$ cat config.mk
export PLATFORM = sky130hd
export DESIGN_NAME = dm_arbiter
export DESIGN_NICKNAME = d
export VERILOG_FILES = /design/src/rtl/dm_arb_pkg.sv /design/src/rtl/dm_arb_rr.sv /design/src/rtl/dm_arbiter.sv
export SDC_FILE = /design/constraint.sdc
export NUM_CORES = 1
export LEC_CHECK = 0
export BUFFER_PORTS_ARGS = -buffer_cell sky130_fd_sc_hd__buf_2
export CORE_AREA = 2 2 167 169
export CTS_BUF_LIST = sky130_fd_sc_hd__clkbuf_2 sky130_fd_sc_hd__clkbuf_4 sky130_fd_sc_hd__clkbuf_8
export CTS_CLUSTER_DIAMETER = 60
export CTS_CLUSTER_SIZE = 28
export DETAILED_ROUTE_END_ITERATION = 8
export DIE_AREA = 0 0 169 171
export GPL_ROUTABILITY_DRIVEN = 0
export PLACE_DENSITY_LB_ADDON = 0.12
export SLEW_MARGIN = 10
export SYNTH_ARGS = -nofsm -noshare
export SYNTH_HDL_FRONTEND = slang
export SYNTH_SLANG_ARGS = --single-unit
$ cat constraint.sdc
create_clock -name clk -period 1.5 [get_ports clk]
set_input_delay 0.15 -clock clk [delete_from_list [all_inputs] [get_ports clk]]
set_output_delay 0.15 -clock clk [all_outputs]
set_load 0.01 [all_outputs]
$ cat src/rtl/dm_arb_pkg.sv
// Shared types and constants for the data-memory arbiter.
package dm_arb_pkg;

   localparam int DM_AW = 12;
   localparam int DM_DW = 64;

   // One access takes exactly three cycles: pick, drive memory, report.
   typedef enum logic [1:0] {
      IDLE   = 2'd0,
      ACCESS = 2'd1,
      DONE   = 2'd2
   } state_t;

   // Requester identifier: 0 = CPU load/store, 1 = loader/DMA.
   typedef logic port_id_t;

   localparam port_id_t PORT0 = 1'b0;
   localparam port_id_t PORT1 = 1'b1;

endpackage

$ cat src/rtl/dm_arb_rr.sv
// Two-way round-robin picker; the last-grant register lives in the parent.
module dm_arb_rr
   import dm_arb_pkg::*;
(
   input  logic [1:0] req,
   input  port_id_t   last,
   output logic       gnt_valid,
   output port_id_t   gnt_id
);

   // Lone requester wins outright; on contention the port not served last wins.
   // NOTE: every output gets a default first so no path through the block infers a latch.
   always_comb begin
      gnt_valid = |req;
      gnt_id    = PORT0;
      if (req == 2'b11) begin
         gnt_id = ~last;
      end else if (req[1]) begin
         gnt_id = PORT1;
      end
   end

endmodule

$ cat src/rtl/dm_arbiter.sv
// Two-port arbiter/sequencer for the 64-bit data memory.
// Optional per-port completion and contention counters: define DM_ARB_STATS_EN.
module dm_arbiter
  import dm_arb_pkg::*;
#(
  parameter int AW    = DM_AW,
  parameter int DW    = DM_DW,
  parameter int CNT_W = 16
) (
  input  logic          clk,
  input  logic          rst_n,
  input  logic          req0,
  input  logic          req1,
  input  logic          we0,
  input  logic          we1,
  input  logic [AW-1:0] addr0,
  input  logic [AW-1:0] addr1,
  input  logic [DW-1:0] wdata0,
  input  logic [DW-1:0] wdata1,
  output logic          done0,
  output logic          done1,
  output logic [DW-1:0] rdata0,
  output logic [DW-1:0] rdata1,
  output logic [AW-1:0] dm_addr,
  output logic [DW-1:0] dm_wdata,
  output logic          dm_we,
  output logic          dm_sel,
  input  logic [DW-1:0] dm_rdata
`ifdef DM_ARB_STATS_EN
  ,
  output logic [CNT_W-1:0] cnt0,
  output logic [CNT_W-1:0] cnt1,
  output logic [CNT_W-1:0] conflict
`endif
);

  state_t        state_q, state_d;
  port_id_t      last_q, last_d;
  port_id_t      id_q, id_d;
  logic          we_q, we_d;
  logic [AW-1:0] addr_q, addr_d;
  logic [DW-1:0] wdata_q, wdata_d;
  logic [DW-1:0] rdata0_q, rdata0_d;
  logic [DW-1:0] rdata1_q, rdata1_d;

  logic          gnt_valid;
  port_id_t      gnt_id;

  dm_arb_rr u_rr (
    .req       ({req1, req0}),
    .last      (last_q),
    .gnt_valid (gnt_valid),
    .gnt_id    (gnt_id)
  );

  // Sequencer: next state, captured transaction and memory-side strobes.
  always_comb begin
    state_d  = state_q;
    last_d   = last_q;
    id_d     = id_q;
    we_d     = we_q;
    addr_d   = addr_q;
    wdata_d  = wdata_q;
    rdata0_d = rdata0_q;
    rdata1_d = rdata1_q;
    dm_sel   = 1'b0;
    dm_we    = 1'b0;
    done0    = 1'b0;
    done1    = 1'b0;

    unique case (state_q)
      IDLE: begin
        if (gnt_valid) begin
          state_d = ACCESS;
          last_d  = gnt_id;
          id_d    = gnt_id;
          we_d    = (gnt_id == PORT1) ? we1    : we0;
          addr_d  = (gnt_id == PORT1) ? addr1  : addr0;
          wdata_d = (gnt_id == PORT1) ? wdata1 : wdata0;
        end
      end
      ACCESS: begin
        // Strobes come straight from state, so an async reset drops them at once.
        dm_sel  = 1'b1;
        dm_we   = we_q;
        state_d = DONE;
        if (!we_q) begin
          if (id_q == PORT1) rdata1_d = dm_rdata;
          else               rdata0_d = dm_rdata;
        end
      end
      DONE: begin
        done0   = (id_q == PORT0);
        done1   = (id_q == PORT1);
        state_d = IDLE;
      end
      default: state_d = IDLE;
    endcase
  end

  // State and datapath registers; last-grant resets to port 1 so port 0 goes first.
  // NOTE: registers use non-blocking assignment so every flop samples pre-edge values.
  always_ff @(posedge clk or negedge rst_n) begin
    if (!rst_n) begin
      state_q  <= IDLE;
      last_q   <= PORT1;
      id_q     <= PORT0;
      we_q     <= 1'b0;
      addr_q   <= '0;
      wdata_q  <= '0;
      rdata0_q <= '0;
      rdata1_q <= '0;
    end else begin
      state_q  <= state_d;
      last_q   <= last_d;
      id_q     <= id_d;
      we_q     <= we_d;
      addr_q   <= addr_d;
      wdata_q  <= wdata_d;
      rdata0_q <= rdata0_d;
      rdata1_q <= rdata1_d;
    end
  end

  assign dm_addr  = addr_q;
  assign dm_wdata = wdata_q;
  assign rdata0   = rdata0_q;
  assign rdata1   = rdata1_q;

`ifdef DM_ARB_STATS_EN
  localparam logic [CNT_W-1:0] CNT_MAX = '1;

  logic [CNT_W-1:0] cnt0_q, cnt0_d;
  logic [CNT_W-1:0] cnt1_q, cnt1_d;
  logic [CNT_W-1:0] conflict_q, conflict_d;

  // Saturating counts of completions per port and of contended IDLE cycles.
  always_comb begin
    cnt0_d     = cnt0_q;
    cnt1_d     = cnt1_q;
    conflict_d = conflict_q;
    if (state_q == DONE) begin
      if (id_q == PORT0 && cnt0_q != CNT_MAX) cnt0_d = cnt0_q + CNT_W'(1);
      if (id_q == PORT1 && cnt1_q != CNT_MAX) cnt1_d = cnt1_q + CNT_W'(1);
    end
    if (state_q == IDLE && req0 && req1 && conflict_q != CNT_MAX) begin
      conflict_d = conflict_q + CNT_W'(1);
    end
  end

  // Statistics registers.
  always_ff @(posedge clk or negedge rst_n) begin
    if (!rst_n) begin
      cnt0_q     <= '0;
      cnt1_q     <= '0;
      conflict_q <= '0;
    end else begin
      cnt0_q     <= cnt0_d;
      cnt1_q     <= cnt1_d;
      conflict_q <= conflict_d;
    end
  end

  assign cnt0     = cnt0_q;
  assign cnt1     = cnt1_q;
  assign conflict = conflict_q;
`endif

endmodule
==> impl_metrics.toml, run 1 <==
[sta]
tightestPinTransition_ns = 0.4435
maxSlewViolCount = 0
fin_ws_ns = -0.2662
headroom_to_the_max_slew_limit = 0.7044
achievable-frequency_mhz = 566.2
worst_hold_slack_ns = 0.08292
report.final.hold_viol_count = 0
worst_clock_skew_ns = 0.02364
timing.final.setup_violations = 210
grt_setup_unrepaired = "yes"
final.min_clock_period_ns = 1.766
timing.final.crit_share = 1.177

[synthesis]
synthXorXnorAreaFrac = 0
synthesis.yosys.warnings = 0
post_synth_instance_area_sq_um = 8966
syn_area_per_cell_sq_um = 16.76
synth.distinct_cells = 17
yosys-mux-area-fraction = 0.3818
cells_after_synth = 535
synth_sequential_area_ratio = 0.5834
syn_nets = 757
synth_compound_area_frac = 0.001954
post_synth_fa_ha_maj_area_fraction = 0
synth.ff_latch_count = 209
synth_top_family_by_area = "multiplexers"
synthSimpleGateAreaFrac = 0.007396

[layout]
layout.cells.most_common = "sky130_fd_sc_hd__buf_2"
layout_fillers = 2247
layout.cell_area.non_filler_sq_um = 16010
design.final.nets = 1474
layout.cells.most_common_list = "sky130_fd_sc_hd__buf_2 (425), sky130_fd_sc_hd__mux2_4 (249), sky130_fd_sc_hd__dlygate4sd3_1 (219)"
number_of_standard_cells_in_the_final_layout_excluding_fillers = 1617
area_growth_pct = 78.51
layout-drive-gt1-share = 0.6606

[routing]
totalWireLength_um = 29710
route.vias.total = 7323
drtPass1Iterations = 4
route.detailed.wl_per_inst_um = 18.37
route.detailed.drc = 0
ant_nets = 0
routed_via_density = 4.529
drtIter0Drc = 217

[clock_tree]
cts_sinks = 209
clock_latency_ns = 0.58
total_clock_buffers_created_by_cts = 24
cts_tree = "done"
cts.reportedPaths.clkPinSlew_ns = 0.10
cts_max_path_buffers = 3
root_buffer = "sky130_fd_sc_hd__clkbuf_8"
cts_max_level = 1

[placement]
placement.io_buffers = 429
placed_cells_incl_taps = 1326
placed_inst_area_sq_um = 12430
dp_hpwl_um = 19590
place_ws_ns = -0.1996

[power_and_ir_drop]
p_per_area_nw_per_um2 = 1875
vdd_drop_max_v = 0.0008602
p_total_mw = 30.02
leakage_nw = 8.029

[setup_path]
worst-path-max-fanout = 7
required_ns = 1.95
endpoint_kind = "register"
critPathKind = "register to register"
worst_ep_arrival_time_ns = 2.21
startpoint_kind_of_the_worst_setup_timing_path = "register"

[grt]
first_global_vias = 7957
grt.overflow.total = 0
grt_first_pass_wirelength_um = 43540
global_route_usage_sum = 0.1911
grt_start_max_net_pins = 45
number_of_antenna_violations_at_the_first_check_in_global_routing = 1

[run_status]
violated_checks = "setup timing"
status = "complete, but fails checks"

[floorplan]
die_w_um = 169
rows = 61
fp.dieH_um = 171
floorplan.initialDensity = 0.3281
design.core.area_sq_um = 27320
die_area_sq_um = 28900
io_pins = 430

[job]
drv_cap = 0

[min_path]
hold_path.class = "primary input to register"
final cells by class:
cell class	count	area (sq um)	area share
multi-input combinational	295	4253	0.2657
clock buffer	24	330.3	0.02064
sequential	209	5231	0.3268
clock inverter	20	254.0	0.01587
timing repair buffer	722	5502	0.3437
antenna	1	2.502	0.0001563
tap	346	432.9	0.02705
final timing paths:
check                        startpoint            to  slack, ns  depth (start not counted)
min in group asynchronous         rst_n    rdata1[16]       0.10                          2
setup reg to reg                 last_q  dm_wdata[56]      -0.27                          5
setup / recovery                 last_q  dm_wdata[56]      -0.27                          5
hold / removal                     req0        last_q       0.08                          3
hold reg to reg            dm_wdata[18]  dm_wdata[18]       0.51                          1
max in group asynchronous         rst_n    rdata0[33]       0.81                          3
synth_stat cells:
master | instances | area share
sky130_fd_sc_hd__mux2_2 | 224 | 0.28
sky130_fd_sc_hd__dfrtp_1 | 208 | 0.58
sky130_fd_sc_hd__mux2_4 | 60 | 0.10
sky130_fd_sc_hd__buf_2 | 20 | 0.011
sky130_fd_sc_hd__buf_4 | 6 | 0.0050
sky130_fd_sc_hd__buf_12 | 3 | 0.0067
sky130_fd_sc_hd__and3b_1 | 2 | 0.0020
sky130_fd_sc_hd__buf_6 | 2 | 0.0025
sky130_fd_sc_hd__nor3b_1 | 2 | 0.0017
sky130_fd_sc_hd__a21bo_1 | 1 | 0.0011
sky130_fd_sc_hd__a21boi_0 | 1 | 0.00084
sky130_fd_sc_hd__and2_1 | 1 | 0.00070
sky130_fd_sc_hd__and2b_1 | 1 | 0.00084
sky130_fd_sc_hd__dfstp_2 | 1 | 0.0029
sky130_fd_sc_hd__nor2_1 | 1 | 0.00042
sky130_fd_sc_hd__nor2b_1 | 1 | 0.00070
sky130_fd_sc_hd__nor3_2 | 1 | 0.0011
registers in the layout, indices dropped and copies added (netlist names):
register and flops:
dm_wdata 64, state_q 2, last_q 1, rdata0 64
we_q 1, dm_addr 12, id_q 1, rdata1 64
through the flow:
step / util / setup TNS [ns]
global route: 0.5858 / -49.50
finish: 0.5858 / -39.05
detailed placement: 0.4549 / -23.88
global placement: 0.4549 / -20.42
floorplan: - / -19.14
CTS: 0.5745 / -40.57
critical path, cell delays in order, from the launching register on:
cell and delay [ns]:
sky130_fd_sc_hd__dfstp_2 0.56, sky130_fd_sc_hd__a21bo_4 0.21, sky130_fd_sc_hd__buf_6 0.14, sky130_fd_sc_hd__clkbuf_16 0.17, sky130_fd_sc_hd__mux2_4 0.31, sky130_fd_sc_hd__mux2_4 0.27
timing repair:
action / CTS / global route
resized for setup: 54 / 64
endpoints found under the setup margin: 207 / 211
cloned: 5 / 6
buffers inserted: 18 / 6
pin swaps: 2 / 2
hold endpoints to repair: 414 / 0
hold buffers: 219 / 0
routing by layer:
| metal | GRT usage | vias to the layer above | share of wire |
|---|---|---|---|
| li1 | - | 3349 | - |
| met1 | 0.2260 | 3617 | 0.39 |
| met2 | 0.3375 | 285 | 0.51 |
| met3 | 0.04580 | 72 | 0.062 |
| met4 | 0.07284 | 0 | 0.036 |
| met5 | 0 | - | 0 |
where the power goes:
group          total [mW]  switching, mW  internal (mW)  leakage [nW]
Clock                4.65           2.79           1.86         0.292
Sequential           10.1           1.59           8.54          2.48
Combinational        15.2           5.97           9.28          5.26
cell families after synthesis:
family / count (synthesis)
flip-flops: 209
buffers and inverters: 31
AO/OA/AOI/OAI: 2
multiplexers: 284
AND/OR/NAND/NOR: 9
No activity file was read; power rests on OpenSTA's default activity.
==> run 2: changes to the inputs <==
--- a/config.mk
+++ b/config.mk
@@ -5,13 +5,14 @@
 export SDC_FILE = /design/constraint.sdc
 export NUM_CORES = 1
 export LEC_CHECK = 0
+export ABC_AREA = 1
 export BUFFER_PORTS_ARGS = -buffer_cell sky130_fd_sc_hd__buf_2
-export CORE_AREA = 2 2 167 169
+export CORE_AREA = 2 2 169 171
 export CTS_BUF_LIST = sky130_fd_sc_hd__clkbuf_2 sky130_fd_sc_hd__clkbuf_4 sky130_fd_sc_hd__clkbuf_8
 export CTS_CLUSTER_DIAMETER = 60
 export CTS_CLUSTER_SIZE = 28
 export DETAILED_ROUTE_END_ITERATION = 8
-export DIE_AREA = 0 0 169 171
+export DIE_AREA = 0 0 171 173
 export GPL_ROUTABILITY_DRIVEN = 0
 export PLACE_DENSITY_LB_ADDON = 0.12
 export SLEW_MARGIN = 10
==> run 2 against run 1 <==
  * Critical path type is now register to output pin
  * Final cell count rose by 40%
  * First-iteration DRC count rose to 2.8 times the previous value
  * Combinational power fell by 5%
  * Routed wire length rose by 25%
  * Largest cell class is now flip-flops and latches
  * The run still ends with setup timing left
  * Worst hold slack improved by 0.029 ns
  * Synthesized cell count rose by 130%
  * Die area rose by 2.4%
==> impl_metrics.toml, run 2 <==
[grt]
global_route_usage_sum = 0.2415
grt.overflow.total = 0
grt_start_max_net_pins = 77
number_of_antenna_violations_at_the_first_check_in_global_routing = 1
grt_first_pass_wirelength_um = 57670
first_global_vias = 10943

[sta]
maxSlewViolCount = 0
final.min_clock_period_ns = 1.585
timing.final.setup_violations = 2
worst_clock_skew_ns = 0.04209
grt_setup_unrepaired = "yes"
achievable-frequency_mhz = 631.0
setup_total_negative_slack_ns = -0.1276
tightestPinTransition_ns = 0.4386
timing.final.crit_share = 1.057
worst_hold_slack_ns = 0.1114
headroom_to_the_max_slew_limit = 0.7076
fin_ws_ns = -0.08482
report.final.hold_viol_count = 0

[placement]
placed_inst_area_sq_um = 12470
placed_cells_incl_taps = 1996
placement.io_buffers = 429
dp_hpwl_um = 22580

[synthesis]
synth_async_sr_flop_share = 1.000
synth_enable_flop_cells = 0
synthesis.yosys.warnings = 0
ys.flop_type = "sky130_fd_sc_hd__dfrtp_1"
synth.ff_latch_count = 209
netlist_top_cells_area = "sky130_fd_sc_hd__dfrtp_1 (53%), sky130_fd_sc_hd__nand2_1 (19%), sky130_fd_sc_hd__nand4_1 (8.2%)"
synth_common_cells = "sky130_fd_sc_hd__nand2_1 (493), sky130_fd_sc_hd__dfrtp_1 (208), sky130_fd_sc_hd__inv_1 (156)"
synth_largest_type_area_fraction = 0.5317
post_synth_instance_area_sq_um = 9789
synth.distinct_cells = 19
syn_area_per_cell_sq_um = 7.838
cells_after_synth = 1249
syn_nets = 1471
synth_largest_area_cell = "sky130_fd_sc_hd__dfrtp_1"
synth_sequential_area_ratio = 0.5344
cell_with_the_most_instances_after_synthesis = "sky130_fd_sc_hd__nand2_1"

[clock_tree]
cts_max_level = 1
root_buffer = "sky130_fd_sc_hd__clkbuf_8"
clock_latency_ns = 0.55
cts_tree = "done"
cts_max_path_buffers = 3
cts.reportedPaths.clkPinSlew_ns = 0.11
cts_sinks = 209
total_clock_buffers_created_by_cts = 19

[setup_path]
worst_ep_arrival_time_ns = 1.43
required_ns = 1.35
critPathKind = "register to output pin"
timing.rr.start = "state_q[0]"
rr_worst_depth = 8
endpoint_kind = "output pin"
worst-path-max-fanout = 2
crit_start = "id_q"
startpoint_kind_of_the_worst_setup_timing_path = "register"

[layout]
layout.cell_area.non_filler_sq_um = 15510
layout_fillers = 2575
area_growth_pct = 58.49
layout-drive-gt1-share = 0.2837
layout.cells.most_common = "sky130_fd_sc_hd__nand2_1"
layout.cells.most_common_list = "sky130_fd_sc_hd__nand2_1 (489), sky130_fd_sc_hd__buf_2 (424), sky130_fd_sc_hd__dlygate4sd3_1 (221)"
design.final.nets = 2099
number_of_standard_cells_in_the_final_layout_excluding_fillers = 2268

[routing]
drtIter0Drc = 599
route.vias.total = 10869
route.detailed.drc = 0
totalWireLength_um = 37280
routed_via_density = 4.792
drtPass1Iterations = 6
route.detailed.wl_per_inst_um = 16.44
ant_nets = 0

[run_status]
violated_checks = "setup timing"
status = "complete, but fails checks"

[power_and_ir_drop]
p_comb_frac = 0.502
vdd_drop_max_v = 0.0008084
power.switching_fraction = 0.4373
power.internal_mw = 16.08
p_per_area_nw_per_um2 = 1842
sequentialPowerShare = 0.351
switching_power_total_mw = 12.50
leakage_nw = 8.806
clockPowerShare = 0.147

[floorplan]
fp.dieH_um = 173
floorplan.initialDensity = 0.3543
io_pins = 430
die_w_um = 171
die_area_sq_um = 29580
rows = 61
design.core.area_sq_um = 27630

[job]
drv_cap = 0

[min_path]
hold_path.class = "primary input to asynchronous set/reset pin"
## run 2: changes by cell type after synthesis, sizes merged, moves of 2 or more
cell    previous run  this run
and3b              2         0
buf               31        60
clkbuf             0        35
inv                0       159
mux2             284         0
nand2              0       493
nand3              0       156
nand4              0       128
nor2               1         4
nor3               1         3
nor3b              2         0
## run 2: worst paths after layout
kind | endpoint | slack, ns
max reg2reg | dm_wdata[13] | 0.06
min | rdata1[0] | 0.11
max in group asynchronous | last_q | 0.71
min reg2reg | rdata1[24] | 0.47
max | done0 | -0.08
min in group clk | rdata1[57] | 0.40
## run 2: metrics by stage
stage,setup WS [ns],util,power (mW)
global route,-0.1372,0.5615,30.75
finish,-0.08482,0.5615,28.58
detailed placement,0.09859,0.4512,23.09
global placement,0.1390,0.4512,22.94
CTS,-0.1197,0.5557,28.48
floorplan,0.1612,-,17.15
## run 2: layout make-up
cell class                 count  area (sq um)  area share
tap                          378         473.0     0.03048
timing repair buffer         702          5171      0.3333
clock inverter                13         195.2     0.01258
multi-input combinational    785          3556      0.2292
clock buffer                  20         275.3     0.01774
sequential                   209          5234      0.3373
inverter                     160         608.1     0.03919
antenna                        1         2.502   0.0001613
## run 2: timing repair
item                                   4_1_cts  5_1_grt
setup endpoints to repair                    4       94
endpoints found under the hold margin      414        0
pin swaps                                    1        2
cloned                                       3        4
hold buffers                               221        0
setup buffers                                8        4
gates resized for setup                     13       17
## run 2: power by group through the flow
stage	sequential, mW	clock, mW	combinational [mW]
floorplan	11.3	0	5.83
global placement	10.1	0	12.9
detailed placement	10.1	0	13.0
CTS	10.0	4.34	14.1
global route	10.4	4.51	15.9
finish	10.0	4.20	14.4
## run 2: logic make-up after synthesis
family,count (synthesis),synth area share
flip-flops,209,0.5344
AND/OR/NAND/NOR,784,0.3565
AO/OA/AOI/OAI,1,0.0005108
buffers and inverters,255,0.1086
## run 2: worst max-delay path: stages, from the launching register on
cell and delay, ns:
sky130_fd_sc_hd__dfrtp_2 0.46, sky130_fd_sc_hd__buf_6 0.14, sky130_fd_sc_hd__nor3_4 0.17, sky130_fd_sc_hd__buf_6 0.14
## run 2: routing by layer
metal	track usage	share of wire	vias to the layer above
met5	0	0	-
met4	0.09287	0.036	0
met3	0.05264	0.078	87
met2	0.4093	0.47	456
met1	0.2989	0.41	5109
li1	-	-	5217
